### src/rtl/lsu.sv
// lsu: load/store unit driving a word-addressed, word-wide data memory.
// Sub-word stores are done as read-merge-write, because the memory only has a
// whole-word write enable. Load data is extended and returned on a one-cycle strobe.
module lsu #(
    parameter int unsigned DEPTH_LOG2 = 9
) (
    input  logic        clk,
    input  logic        rst_n,
    input  logic        req_valid,
    output logic        req_ready,
    input  logic        req_we,
    input  logic [2:0]  req_funct3,
    input  logic [31:0] req_addr,
    input  logic [31:0] req_wdata,
    output logic        resp_valid,
    output logic [31:0] resp_rdata,
    output logic        resp_err,
    output logic [31:0] mem_addr,
    output logic        mem_we,
    output logic [31:0] mem_wdata,
    input  logic [31:0] mem_rdata
);

    localparam logic [2:0] S_IDLE  = 3'd0;
    localparam logic [2:0] S_LOAD  = 3'd1;
    localparam logic [2:0] S_MERGE = 3'd2;
    localparam logic [2:0] S_WRITE = 3'd3;
    localparam logic [2:0] S_RESP  = 3'd4;

    logic [2:0]  state_q,      state_d;
    logic [1:0]  off_q,        off_d;
    logic [2:0]  funct3_q,     funct3_d;
    logic [15:0] wdata_q,      wdata_d;
    logic [31:0] mem_addr_q,   mem_addr_d;
    logic [31:0] mem_wdata_q,  mem_wdata_d;
    logic [31:0] resp_rdata_q, resp_rdata_d;
    logic        resp_err_q,   resp_err_d;

    logic        req_err;
    logic        bad_funct3;
    logic        misaligned;
    logic [7:0]  byte_sel;
    logic [15:0] half_sel;
    logic [31:0] load_ext;
    logic [31:0] merged;

    // Address bits above the memory depth alias away; keep them visibly consumed.
    logic unused_addr_hi;
    assign unused_addr_hi = ^req_addr[31:DEPTH_LOG2+2];

    // Classify the incoming request: illegal width/sign code or misaligned address.
    always_comb begin
        bad_funct3 = (req_funct3[1:0] == 2'b11)
                  || (req_funct3 == 3'b110)
                  || (req_we && req_funct3[2]);
        misaligned = ((req_funct3[1:0] == 2'b01) && req_addr[0])
                  || ((req_funct3[1:0] == 2'b10) && (req_addr[1:0] != 2'b00));
        req_err    = bad_funct3 || misaligned;
    end

    // Pick the addressed lane out of the read word and sign/zero extend it.
    always_comb begin
        case (off_q)
            2'd0:    byte_sel = mem_rdata[7:0];
            2'd1:    byte_sel = mem_rdata[15:8];
            2'd2:    byte_sel = mem_rdata[23:16];
            default: byte_sel = mem_rdata[31:24];
        endcase
        half_sel = off_q[1] ? mem_rdata[31:16] : mem_rdata[15:0];
        case (funct3_q[1:0])
            2'b00:   load_ext = funct3_q[2] ? {24'd0, byte_sel} : {{24{byte_sel[7]}}, byte_sel};
            2'b01:   load_ext = funct3_q[2] ? {16'd0, half_sel} : {{16{half_sel[15]}}, half_sel};
            default: load_ext = mem_rdata;
        endcase
    end

    // Overlay the store byte/half onto the word read back during MERGE.
    always_comb begin
        merged = mem_rdata;
        if (funct3_q[1:0] == 2'b00) begin
            case (off_q)
                2'd0:    merged[7:0]   = wdata_q[7:0];
                2'd1:    merged[15:8]  = wdata_q[7:0];
                2'd2:    merged[23:16] = wdata_q[7:0];
                default: merged[31:24] = wdata_q[7:0];
            endcase
        end else if (off_q[1]) begin
            merged[31:16] = wdata_q;
        end else begin
            merged[15:0] = wdata_q;
        end
    end

    // Sequencing of one access: latch on accept, then LOAD / MERGE+WRITE / WRITE, then RESP.
    always_comb begin
        state_d      = state_q;
        off_d        = off_q;
        funct3_d     = funct3_q;
        wdata_d      = wdata_q;
        mem_addr_d   = mem_addr_q;
        mem_wdata_d  = mem_wdata_q;
        resp_rdata_d = resp_rdata_q;
        resp_err_d   = resp_err_q;
        case (state_q)
            S_IDLE: begin
                if (req_valid) begin
                    off_d        = req_addr[1:0];
                    funct3_d     = req_funct3;
                    wdata_d      = req_wdata[15:0];
                    mem_addr_d   = {{(32-DEPTH_LOG2){1'b0}}, req_addr[DEPTH_LOG2+1:2]};
                    resp_rdata_d = '0;
                    resp_err_d   = req_err;
                    if (req_err) begin
                        state_d = S_RESP;
                    end else if (!req_we) begin
                        state_d = S_LOAD;
                    end else if (req_funct3[1:0] == 2'b10) begin
                        mem_wdata_d = req_wdata;
                        state_d     = S_WRITE;
                    end else begin
                        state_d = S_MERGE;
                    end
                end
            end
            S_LOAD: begin
                resp_rdata_d = load_ext;
                state_d      = S_RESP;
            end
            S_MERGE: begin
                mem_wdata_d = merged;
                state_d     = S_WRITE;
            end
            S_WRITE: state_d = S_RESP;
            S_RESP:  state_d = S_IDLE;
            default: state_d = S_IDLE;
        endcase
    end

    // State registers; reset drops any in-flight access immediately.
    always_ff @(posedge clk or negedge rst_n) begin
        if (!rst_n) begin
            state_q      <= S_IDLE;
            off_q        <= '0;
            funct3_q     <= '0;
            wdata_q      <= '0;
            mem_addr_q   <= '0;
            mem_wdata_q  <= '0;
            resp_rdata_q <= '0;
            resp_err_q   <= 1'b0;
        end else begin
            state_q      <= state_d;
            off_q        <= off_d;
            funct3_q     <= funct3_d;
            wdata_q      <= wdata_d;
            mem_addr_q   <= mem_addr_d;
            mem_wdata_q  <= mem_wdata_d;
            resp_rdata_q <= resp_rdata_d;
            resp_err_q   <= resp_err_d;
        end
    end

    assign req_ready  = (state_q == S_IDLE);
    assign resp_valid = (state_q == S_RESP);
    assign mem_we     = (state_q == S_WRITE);
    assign mem_addr   = mem_addr_q;
    assign mem_wdata  = mem_wdata_q;
    assign resp_rdata = resp_rdata_q;
    assign resp_err   = resp_err_q;

endmodule
### config.mk
export PLATFORM = sky130hd
export DESIGN_NAME = lsu
export DESIGN_NICKNAME = d
export VERILOG_FILES = /design/src/rtl/lsu.sv
export SDC_FILE = /design/constraint.sdc
export NUM_CORES = 1
export LEC_CHECK = 0
export ABC_CLOCK_PERIOD_IN_PS = 1650
export BUFFER_PORTS_ARGS = -buffer_cell sky130_fd_sc_hd__buf_4
export CAP_MARGIN = 30
export CORE_ASPECT_RATIO = 1.75
export CORE_MARGIN = 2
export CORE_UTILIZATION = 44
export DETAILED_ROUTE_END_ITERATION = 12
export PLACE_DENSITY = 0.76
export SETUP_SLACK_MARGIN = 0.5
export SLEW_MARGIN = 20
export SYNTH_ARGS = -nofsm -noshare
export SYNTH_HDL_FRONTEND = slang
export SYNTH_SLANG_ARGS = --single-unit
### constraint.sdc
create_clock -name clk -period 1.65 [get_ports clk]
set_clock_uncertainty 0.05 [all_clocks]
set_input_delay 0.0825 -clock clk [delete_from_list [all_inputs] [get_ports clk]]
set_output_delay 0.0825 -clock clk [all_outputs]
set_load 0.03 [all_outputs]
==> results.toml <==
[critical_path]
timing_worst_setup_path_type = "reg -> reg"
setup.worst_path.start_class = "flop"
cp.arrival_ps = 1910
critical_path_cell_by_cell = "buf_6 -> or3b_4 -> buf_6 -> nand2_8 -> mux2i_2 -> o21ai_1"
worst_ep_required_time_ps = 1820
critical_path_buf_inv_count = 2
path_max_fanout = 8
crit_slowest_cell = "sky130_fd_sc_hd__or3b_4"
max_stage_delay_ps = 420
endpoint_kind_of_the_worst_setup_timing_path = "flop"
most_frequent_cp_cell = "sky130_fd_sc_hd__buf_6"
critPathTopFamily = "simple AND/OR/NAND/NOR gates"

[logic_synthesis]
synth.largest_area_cell = "sky130_fd_sc_hd__dfrtp_1"
synth_cell_type_count = 47
ys_seq_elements = 98
postSynthAreaPerCell_sq_um = 9.47
yosys_warnings = 0
ys_seq_area_share_pct = 47.3
share_of_synthesized_flip_flops_with_an_asynchronous_set_or_reset_pct = 100
synthDominantCellAreaShare_pct = 47.3
synth_flop_cell = "sky130_fd_sc_hd__dfrtp_1"
synth_edf_count = 0
netlist_top_cells_area = "sky130_fd_sc_hd__dfrtp_1 (47%), sky130_fd_sc_hd__nand2_1 (9.5%), sky130_fd_sc_hd__o21ai_0 (3.5%)"
post_synth_instance_area_sq_mm = 0.00518
gate_count_of_the_mapped_netlist = 547

[placed_design]
dpl.hpwl_um = 12900
pre_cts_ws_ps = -264
placed_cells = 836
portBuffers = 158
gp_congestion = 0.893

[detailed_routing]
drt_pre_antenna_iters = 6
route.detailed.vias_per_inst = 6.06
detailed_route_via_count = 5676
drt_drc_violations_left = 0
postRouteWirelength_um = 19900
initialDrtViolationCount = 514
antenna_violating_nets_post_route = 0
detail_routed_net_length_per_standard_cell_um = 21.2

[sta]
report.final.slew_viol_count = 0
hold_slack_ps = 1.48
final-setup-viol-count = 48
setup_total_negative_slack_ps = -2170
hold_violations = 0
tcrit_tclk_final_pct = 106
fmax_mhz = 574
final_critical_path_setup_slack_ps = -90.8
layout_min_cycle_time_ps = 1740
rsz0062_at_grt = "true"

[pwr]
p_per_area_mw_per_mm2 = 2000
max-vdd-ir-drop_v = 0.00102
p_leak_nw = 4.12

[finish]
share_of_layout_cells_above_drive_strength_1_pct = 49.2
layout-area-overhead-vs-synth_pct = 67.7
filler_cell_count = 687
finish.utilization_pct = 75.5
final_cell_count_no_fill = 936
num-nets-final = 899
antenna_cells_inserted = 0

[clocking]
clk_transition_reported_paths_ps = 70
tritoncts = "built"
htree_num_levels = 3
cts_bufs_inserted = 9
maximum_clock_path_buffer_count = 2
cts-root-buf = "sky130_fd_sc_hd__clkbuf_16"
cts.sinks = 98
clkLatencyLatePin_ps = 350

[outcome]
status = "finished, violations left"
violated_checks = "setup timing"

[grt]
groute.usage.overall_pct = 29.6
grt_start_max_net_pins = 55
antenna_found_initial = 0
grt_pass1_vias = 5448
grt-ovfl-total = 0
grt_pass1_wl_um = 29200

[die]
die-width_um = 86.0
initial_core_util_pct = 45.0
ios = 203
fp-row-count = 52
core_area_sq_mm = 0.0115
die_h_um = 148
dieArea_sq_mm = 0.0127

[min_path]
hp-class = "in -> reg"

[flow_run]
maxCapViolations = 0
## cell type report
type	count	area (sq um)	area share, %
Sequential cell	98	2460	28.3
Multi-Input combinational cell	399	3160	36.4
Tap cell	135	169	1.94
Clock buffer	9	225	2.59
Clock inverter	7	98.8	1.14
Inverter	5	18.8	0.216
Timing Repair Buffer	283	2560	29.5
## through the flow
stage	power (mW)	area [sq um]
finish	17.3	8690
global route	18.1	8690
CTS	16.2	8270
detailed placement	12.6	6800
global placement	12.4	6800
floorplan	9.62	5560
## state kept, by name, indices dropped and copies added (netlist names)
signal / cells
funct3_q: 3
mem_addr: 9
mem_wdata: 32
off_q: 2
resp_err: 1
resp_rdata: 32
state_q: 3
wdata_q: 16
## cell families (layout without fill, tap and decap cells)
kind of cell	count (synthesis)	in the layout	share of synthesized area, %
other cells	1	23	0.0724
buf+inv	72	304	7.34
mux	27	27	5.63
simple gates	178	178	14.5
flops	98	98	47.3
compound gates	171	171	25.1
## synth_stat cells, types with 16 or more instances
library cell                number
sky130_fd_sc_hd__o2bb2ai_1      16
sky130_fd_sc_hd__nor2_1         17
sky130_fd_sc_hd__o21ai_0        36
sky130_fd_sc_hd__a221o_2        16
sky130_fd_sc_hd__a32oi_1        16
sky130_fd_sc_hd__nand2_1       131
sky130_fd_sc_hd__a31oi_1        17
sky130_fd_sc_hd__buf_4          23
sky130_fd_sc_hd__mux2i_1        16
sky130_fd_sc_hd__a22oi_1        23
sky130_fd_sc_hd__clkbuf_1       29
sky130_fd_sc_hd__dfrtp_1        98
## per-layer routing
metal  GRT usage, %  vias to the layer above  part of all wire, %
li1               -                     2464                    -
met5              0                        -                    0
met2           52.6                      332                   54
met1           34.2                     2799                   34
met4           14.8                        0                  5.4
met3           3.96                       81                  6.3
## path summary, 6_finish.rpt
kind	from	end	slack [ps]	depth (start not counted)
setup reg to reg	funct3_q[0]	mem_wdata[17]	-90	6
hold / removal	req_wdata[28]	mem_wdata[28]	1	3
min in group asynchronous	rst_n	mem_wdata[11]	130	2
hold reg to reg	mem_addr[3]	mem_addr[3]	440	2
setup / recovery	funct3_q[0]	mem_wdata[17]	-90	6
max in group asynchronous	rst_n	resp_rdata[30]	790	3
## worst reg2reg max path, stage by stage (launching register included)
cell and delay [ps]:
sky130_fd_sc_hd__dfrtp_1 410, sky130_fd_sc_hd__buf_6 130, sky130_fd_sc_hd__or3b_4 420, sky130_fd_sc_hd__buf_6 150, sky130_fd_sc_hd__nand2_8 120, sky130_fd_sc_hd__mux2i_2 260
sky130_fd_sc_hd__o21ai_1 90
## what timing repair did
item | in CTS | in global routing
pin swaps | 60 | 20
setup buffers | 12 | 10
hold buffers | 57 | 0
setup endpoints to repair | 98 | 100
gates cloned | 4 | 1
gates resized for setup | 98 | 77
endpoints found under the hold margin | 159 | 0
## cells in the final DEF (no fill, tap or decap), drive strengths merged, types with 2 or more instances in the layout
cell type	count
inv	8
a31oi	17
and2	3
nor3	5
nor2	18
mux2	11
nand2b	8
and3	2
dfrtp	98
a22oi	24
a32o	15
dlygate4sd3	57
o2bb2ai	16
o22ai	9
clkbuf	9
clkinv	2
o21ai	37
bufinv	2
mux2i	16
a21oi	16
nor3b	2
nand2	132
a221o	16
conb	23
buf	226
a32oi	16
## power breakdown
part           leakage [nW]  internal (mW)  switching (mW)
registers              1.23           3.47            1.03
logic                  2.72           4.73            5.80
clock network         0.162           1.35           0.978
total                  4.12           9.54            7.81
Note: power is estimated with default switching activity, not from simulation.
